`config.mk`:
```
export PLATFORM = sky130hd
export DESIGN_NAME = interrupt_controller
export DESIGN_NICKNAME = d
export VERILOG_FILES = /design/src/rtl/interrupt_controller.sv
export SDC_FILE = /design/constraint.sdc
export NUM_CORES = 1
export LEC_CHECK = 0
export ABC_AREA = 1
export BUFFER_PORTS_ARGS = -buffer_cell sky130_fd_sc_hd__buf_4
export CORE_MARGIN = 4
export CORE_UTILIZATION = 50
export DETAILED_ROUTE_END_ITERATION = 7
export GPL_ROUTABILITY_DRIVEN = 0
export GPL_TIMING_DRIVEN = 0
export PLACE_DENSITY = 0.89
export SYNTH_ARGS = -nofsm -noshare
export SYNTH_HDL_FRONTEND = slang
export SYNTH_SLANG_ARGS = --single-unit
```
`constraint.sdc`:
```
create_clock -name clk -period 1.5 [get_ports clk]
set_input_delay 0.15 -clock clk [delete_from_list [all_inputs] [get_ports clk]]
set_output_delay 0.15 -clock clk [all_outputs]
set_load 0.05 [all_outputs]
```
`src/rtl/interrupt_controller.sv`:
```
// interrupt_controller: synchronised, maskable, lowest-index-first interrupt controller with req/ack/eoi handshake
module interrupt_controller #(
  parameter int NUM_IRQ     = 8,
  parameter int VEC_W       = $clog2(NUM_IRQ),
  parameter int SYNC_STAGES = 2
) (
  input  logic               clk,
  input  logic               arst_n,
  input  logic [NUM_IRQ-1:0] irq_in,
  input  logic [NUM_IRQ-1:0] edge_mode,
  input  logic               mask_wrt,
  input  logic [NUM_IRQ-1:0] mask_data,
  input  logic               int_enable,
  input  logic               int_ack,
  input  logic               int_eoi,
  input  logic               clear_all_ints,
  output logic               int_request,
  output logic [VEC_W-1:0]   int_vector,
  output logic [NUM_IRQ-1:0] irq_masks,
  output logic [NUM_IRQ-1:0] irq_status,
  output logic               in_service
);
  typedef enum logic [1:0] {IDLE, REQ, SERVICE} state_t;
  state_t state, state_nxt;
  logic [SYNC_STAGES-1:0][NUM_IRQ-1:0] sync_q;
  logic [NUM_IRQ-1:0] s, p, rise, pending, ack_clr, status_nxt;
  logic [VEC_W-1:0] sel, vec_nxt;
  logic take_ack;
  assign s        = sync_q[SYNC_STAGES-1];
  assign rise     = s & ~p;
  assign pending  = irq_status & irq_masks;
  assign take_ack = (state == REQ) && int_ack && !clear_all_ints;
  assign ack_clr  = take_ack ? (NUM_IRQ'(1) << int_vector) : '0;
  // level channels track s; edge channels are sticky, a new edge beats an ack clear, a flush beats everything
  assign status_nxt = (~edge_mode & s) |
                      (edge_mode & {NUM_IRQ{~clear_all_ints}} & (rise | (irq_status & ~ack_clr)));
  // synchroniser chain plus one-cycle history for edge detection
  always_ff @(posedge clk or negedge arst_n)
    if (!arst_n) begin
      sync_q <= '0;
      p      <= '0;
    end else begin
      sync_q <= {sync_q[SYNC_STAGES-2:0], irq_in};
      p      <= s;
    end
  // lowest set index of pending wins
  always_comb begin
    sel = '0;
    for (int i = NUM_IRQ - 1; i >= 0; i--)
      if (pending[i]) sel = VEC_W'(i);
  end
  // next-state: flush overrides, otherwise IDLE -> REQ -> SERVICE -> IDLE
  always_comb begin
    state_nxt = state;
    vec_nxt   = int_vector;
    if (clear_all_ints) state_nxt = IDLE;
    else
      case (state)
        IDLE: if (|pending && int_enable) begin
          state_nxt = REQ;
          vec_nxt   = sel;
        end
        REQ:     if (int_ack) state_nxt = SERVICE;
        SERVICE: if (int_eoi) state_nxt = IDLE;
        default: state_nxt = IDLE;
      endcase
  end
  // state, vector, status, mask and handshake outputs, all registered
  always_ff @(posedge clk or negedge arst_n)
    if (!arst_n) begin
      state       <= IDLE;
      int_vector  <= '0;
      irq_status  <= '0;
      irq_masks   <= '0;
      int_request <= 1'b0;
      in_service  <= 1'b0;
    end else begin
      state       <= state_nxt;
      int_vector  <= vec_nxt;
      irq_status  <= status_nxt;
      irq_masks   <= mask_wrt ? mask_data : irq_masks;
      int_request <= (state_nxt == REQ) && int_enable;
      in_service  <= state_nxt == SERVICE;
    end
endmodule
```
## Word-level counts from Yosys, hierarchy flattened

Index checks and enable logic that the tools add are counted.

- Multiplexer cells: 14
- Equal/unequal tests: 4
- Shifts and indexed selects: 1
- Bitwise operators: 12
- Reduce and logical (&&, ||, !) cells: 8

Operator list:

| operator | count |
|---|---|
| $and A8 B8 Y8 | 6 |
| $mux W3 | 8 |
| $not A8 Y8 | 3 |
| $or A8 B8 Y8 | 2 |
| $mux W2 | 4 |
| $mux W8 | 1 |
| $reduce_or A8 Y1 | 1 |
| $shl A1 B3 Y8 const A | 1 |
| $pmux W2 S3 | 1 |
| $eq A2 B1 Y1 const B | 2 |
| $eq A2 B2 Y1 const B | 2 |
| $logic_and A1 B1 Y1 | 4 |
| $reduce_and A3 Y1 | 1 |
| $logic_not A2 Y1 | 1 |
| $logic_not A1 Y1 | 1 |
| $not A1 Y1 | 1 |

- Input port bits: 31
- Flip-flop bits (word level): 47
- Output and inout port bits: 21
- Word-level logic and storage cells: 48

## Logic depth before layout (Yosys ltp)

- Word-level depth: 9
- Mapped depth: 10
- Mapped depth without buffers: 10

## Least setup slack after synthesis

Ideal clock, no wire load.

- Kind: flip-flop to flip-flop
- Start: reg irq_status[0]
- End: reg int_vector[1]
- Period minus slack after synthesis: 1328 ps
- Required time: 1382 ps
- Setup time: 118 ps
- Cell stages (with the launch flop): 8
- Data arrival time: 1210 ps
- Path buffers: 0
- Setup slack: 172 ps
- Cells stage by stage: dfrtp_1 -> nand2_1 -> nand2_1 -> nor2_1 -> nand2_1 -> nand2_2 -> nand3b_1 -> nand2_1

- Word-level cells in the longest chain between the ends: 4
- Elaborated cells between the ends (all ways): 5
- Classes of those cells: mux: 1; bitwise: 1; reduce/logical: 3

Ends and longest elaborated chain:

| what | RTL line | source |
|---|---|---|
| start: declaration | 20 | `output logic [NUM_IRQ-1:0] irq_status,` |
| start signal: assignment | 80 | `irq_status <= status_nxt;` |
| $and A8 B8 Y8 (*) | 31 | `assign pending = irq_status & irq_masks;` |
| $reduce_or A8 Y1 | 59 | `IDLE: if (\|pending && int_enable) begin` |
| $logic_and A1 B1 Y1 | 59 |  |
| $reduce_and A3 Y1 (no line) | - |  |
| end signal: assignment | 79 | `int_vector <= vec_nxt;` |
| end: declaration | 18 | `output logic [VEC_W-1:0] int_vector,` |

Mark *: on every way between the ends. The rest lies on a longest branch, timed or not.
A chain may end at the register's enable or synchronous reset.

## Worst setup path after layout

- Start: reg int_vector[1]
- End: out int_vector[1]

No word-level cell between the ends.

==> reports/summary.txt <==
Cells along the critical path = buf_4
Die Area = 4530 µm²
Die H = 67.3 µm
Total global routing overflow = 0
# fillers = 263
Largest family of logic cells by synthesized area = simple AND/OR/NAND/NOR gates
Crit Path Max Fanout = 6
Worst stage delay on the critical path = 0.47 ns
Clk Latency, worst-skew pair = 0.35 ns
Share of the synthesized area in the top cell type = 66.8%
CTS sink cnt = 47
Clk_skew = 0.00897 ns
Worst Setup Start Kind = register
Area grow syn2layout = 32.6%
Leading post-synthesis cells by cell area = dfrtp_1, nand2_1, mux2_2
Yosys warnings = 0
Vias in the first global route = 1308
Number of synthesized flops with an enable pin = 0
Drt via density = 4.89
WS Path Type = register to primary output
CTS tree = yes
Buf+Inv Stages, Crit Path = 1
Initial antenna violation count = 0
Fin. Hold Viols = 0
Yosys reg bits = 47
Leakage = 1.17 nW
Dpl hpwl = 2590 µm
Clock tree buffer depth = 2
Ys flop type = dfrtp_1
I/O pins = 52
Synth cell count leaders = dfrtp_1, nand2_1, o21ai_0, nor2_1
# setup viols final = 0
PD cells = 1160 nW/µm²
Mean Syn Cell Area = 11.2 µm²
Worst min path class = input port to register
Reg clk slew, reported paths = 0.12 ns
Final Util = 69.4%
Post-synthesis cell area = 1760 µm²
Initial Util = 52.3%
Fraction of the mapped netlist area in adder cells = 0%
Slowest CP cell = dfrtp_1
Max Slew Vio Count = 0
FMAX = 826 MHz
Synth area leader = dfrtp_1
Peak supply drop = 0.000713 V
DRC Markers = 0
Compound-Gate Fraction of Synth Area = 5.76%
# Max-Cap Violations = 0
Core Rows = 21
Layout cells sized above 1 = 34.5%
Mux share of post-synthesis cell area = 5.12%
Crit. End Element = primary output
Simple-gate share of the synthesized area = 18.6%
Final antenna-violating net count = 0
Max_slew headroom = 62.5%
Die W = 67.3 µm
Post-synthesis cell count = 157
GRT Util Overall = 17.7%
Routed WL = 3550 µm
Setup TNS = 0 ns
Post-synthesis cell type count = 22
Part of the Yosys area used for sequential elements = 66.8%
Iter 0 DRT Violations = 64
Post-synthesis xor/xnor area fraction = 0%
ANT cells = 0
H-Tree Depth = 2
Drt wl/cell = 13.2 µm
Fraction of registers with async set/reset = 100%
Root Driver = clkbuf_4
First-pass GRT wire length = 5820 µm
Outcome = completed
Crit path max-delay family = flip-flops
Largest net degree at the start of global routing = 48
Fin crit share = 80.7%
Core area = 3360 µm²
Number of detailed-route iterations in the first pass = 2
Post-CTS Resized = 0
Count leader, synth = dfrtp_1
Worst-Margin Slew = 0.563 ns
Required @ worst endpoint = 1.35 ns
Power, Total = 2.70 mW
RSZ-0062 raised after global routing = no
Final net count = 255
Arrival time worst endpoint = 1.06 ns
Num CTS Buffers = 5
Synth Net Count = 188
IO buf count = 50
Via Count = 1315
Crit path time final = 1.21 ns
[stage by stage]
stage | cells | setup WS [ns] | hold slack [ns] | cell area (µm²)
CTS | 269 | 0.278 | 0.00462 | 2330
finish | 269 | 0.289 | 0.0185 | 2330
detailed placement | 253 | 0.310 | 0.188 | 2190
global placement | 253 | 0.338 | 0.184 | 2190
floorplan | 157 | 0.172 | -0.146 | 1760
global route | 269 | 0.223 | 0.00279 | 2330
[worst paths after layout]
kind | startpoint | to | slack (ns) | cells after the start
worst max-delay path | int_vector[1] | int_vector[1] | 0.29 | 1
worst min-delay path | mask_data[1] | irq_masks[1] | 0.02 | 2
worst max register to register | irq_status[0] | int_vector[1] | 0.29 | 7
worst min register to register | sync_q[1] | s[1] | 0.36 | 0
max in group asynchronous | arst_n | sync_q[3] | 0.79 | 2
min in group asynchronous | arst_n | state[1] | 0.32 | 2
[power breakdown]
part	internal [mW]	switching, mW	total (mW)
combinational	0.251	0.475	0.725
sequential	1.37	0.0873	1.46
clock	0.167	0.350	0.517
[area by class of cell]
cell class	instances	area, µm²	area share [%]
well taps	46	57.6	2.47
plain buffers	3	17.5	0.750
repair buffers	60	475	20.4
multi-input cells	94	518	22.2
inverters	13	48.8	2.09
flip-flops and latches	47	1180	50.4
clock buffers	6	41.3	1.77
[layout by cell type (no fill, tap or decap), drive strengths merged]
master,n
dfrtp,47
nand2,44
a21boi,1
mux2,8
o21ai,12
a31o,1
nor3,1
buf,53
dlygate4sd3,10
nand3b,2
nor2,11
o21a,1
nand4,7
nand3,4
inv,13
o41ai,2
clkbuf,6
[kinds of logic after synthesis]
| logic type | Yosys count |
|---|---|
| and+or+nand+nor | 69 |
| DFF | 47 |
| AOI/OAI and AO/OA | 17 |
| buffers and inverters | 16 |
| muxes | 8 |
[layer usage]
layer / global-route usage [%] / part of all wire, % / vias up
li1: - / - / 645
met1: 20.1 / 41 / 633
met2: 30.9 / 51 / 32
met3: 6.66 / 7.1 / 5
met4: 5.32 / 1.2 / 0
met5: 0 / 0 / -
[sequential cells by signal, summed over array words and instances, names as in the netlist]
signal       count
in_service       1
irq_status       8
int_request      1
s                8
irq_masks        8
p                8
sync_q           8
int_vector       3
state            2
[timing repair]
action                    4_1_cts  5_1_grt
hold endpoints to repair       57        0
setup buffers                   0        0
hold buffers                   10        0
Note: power is estimated with default switching activity, not from simulation.
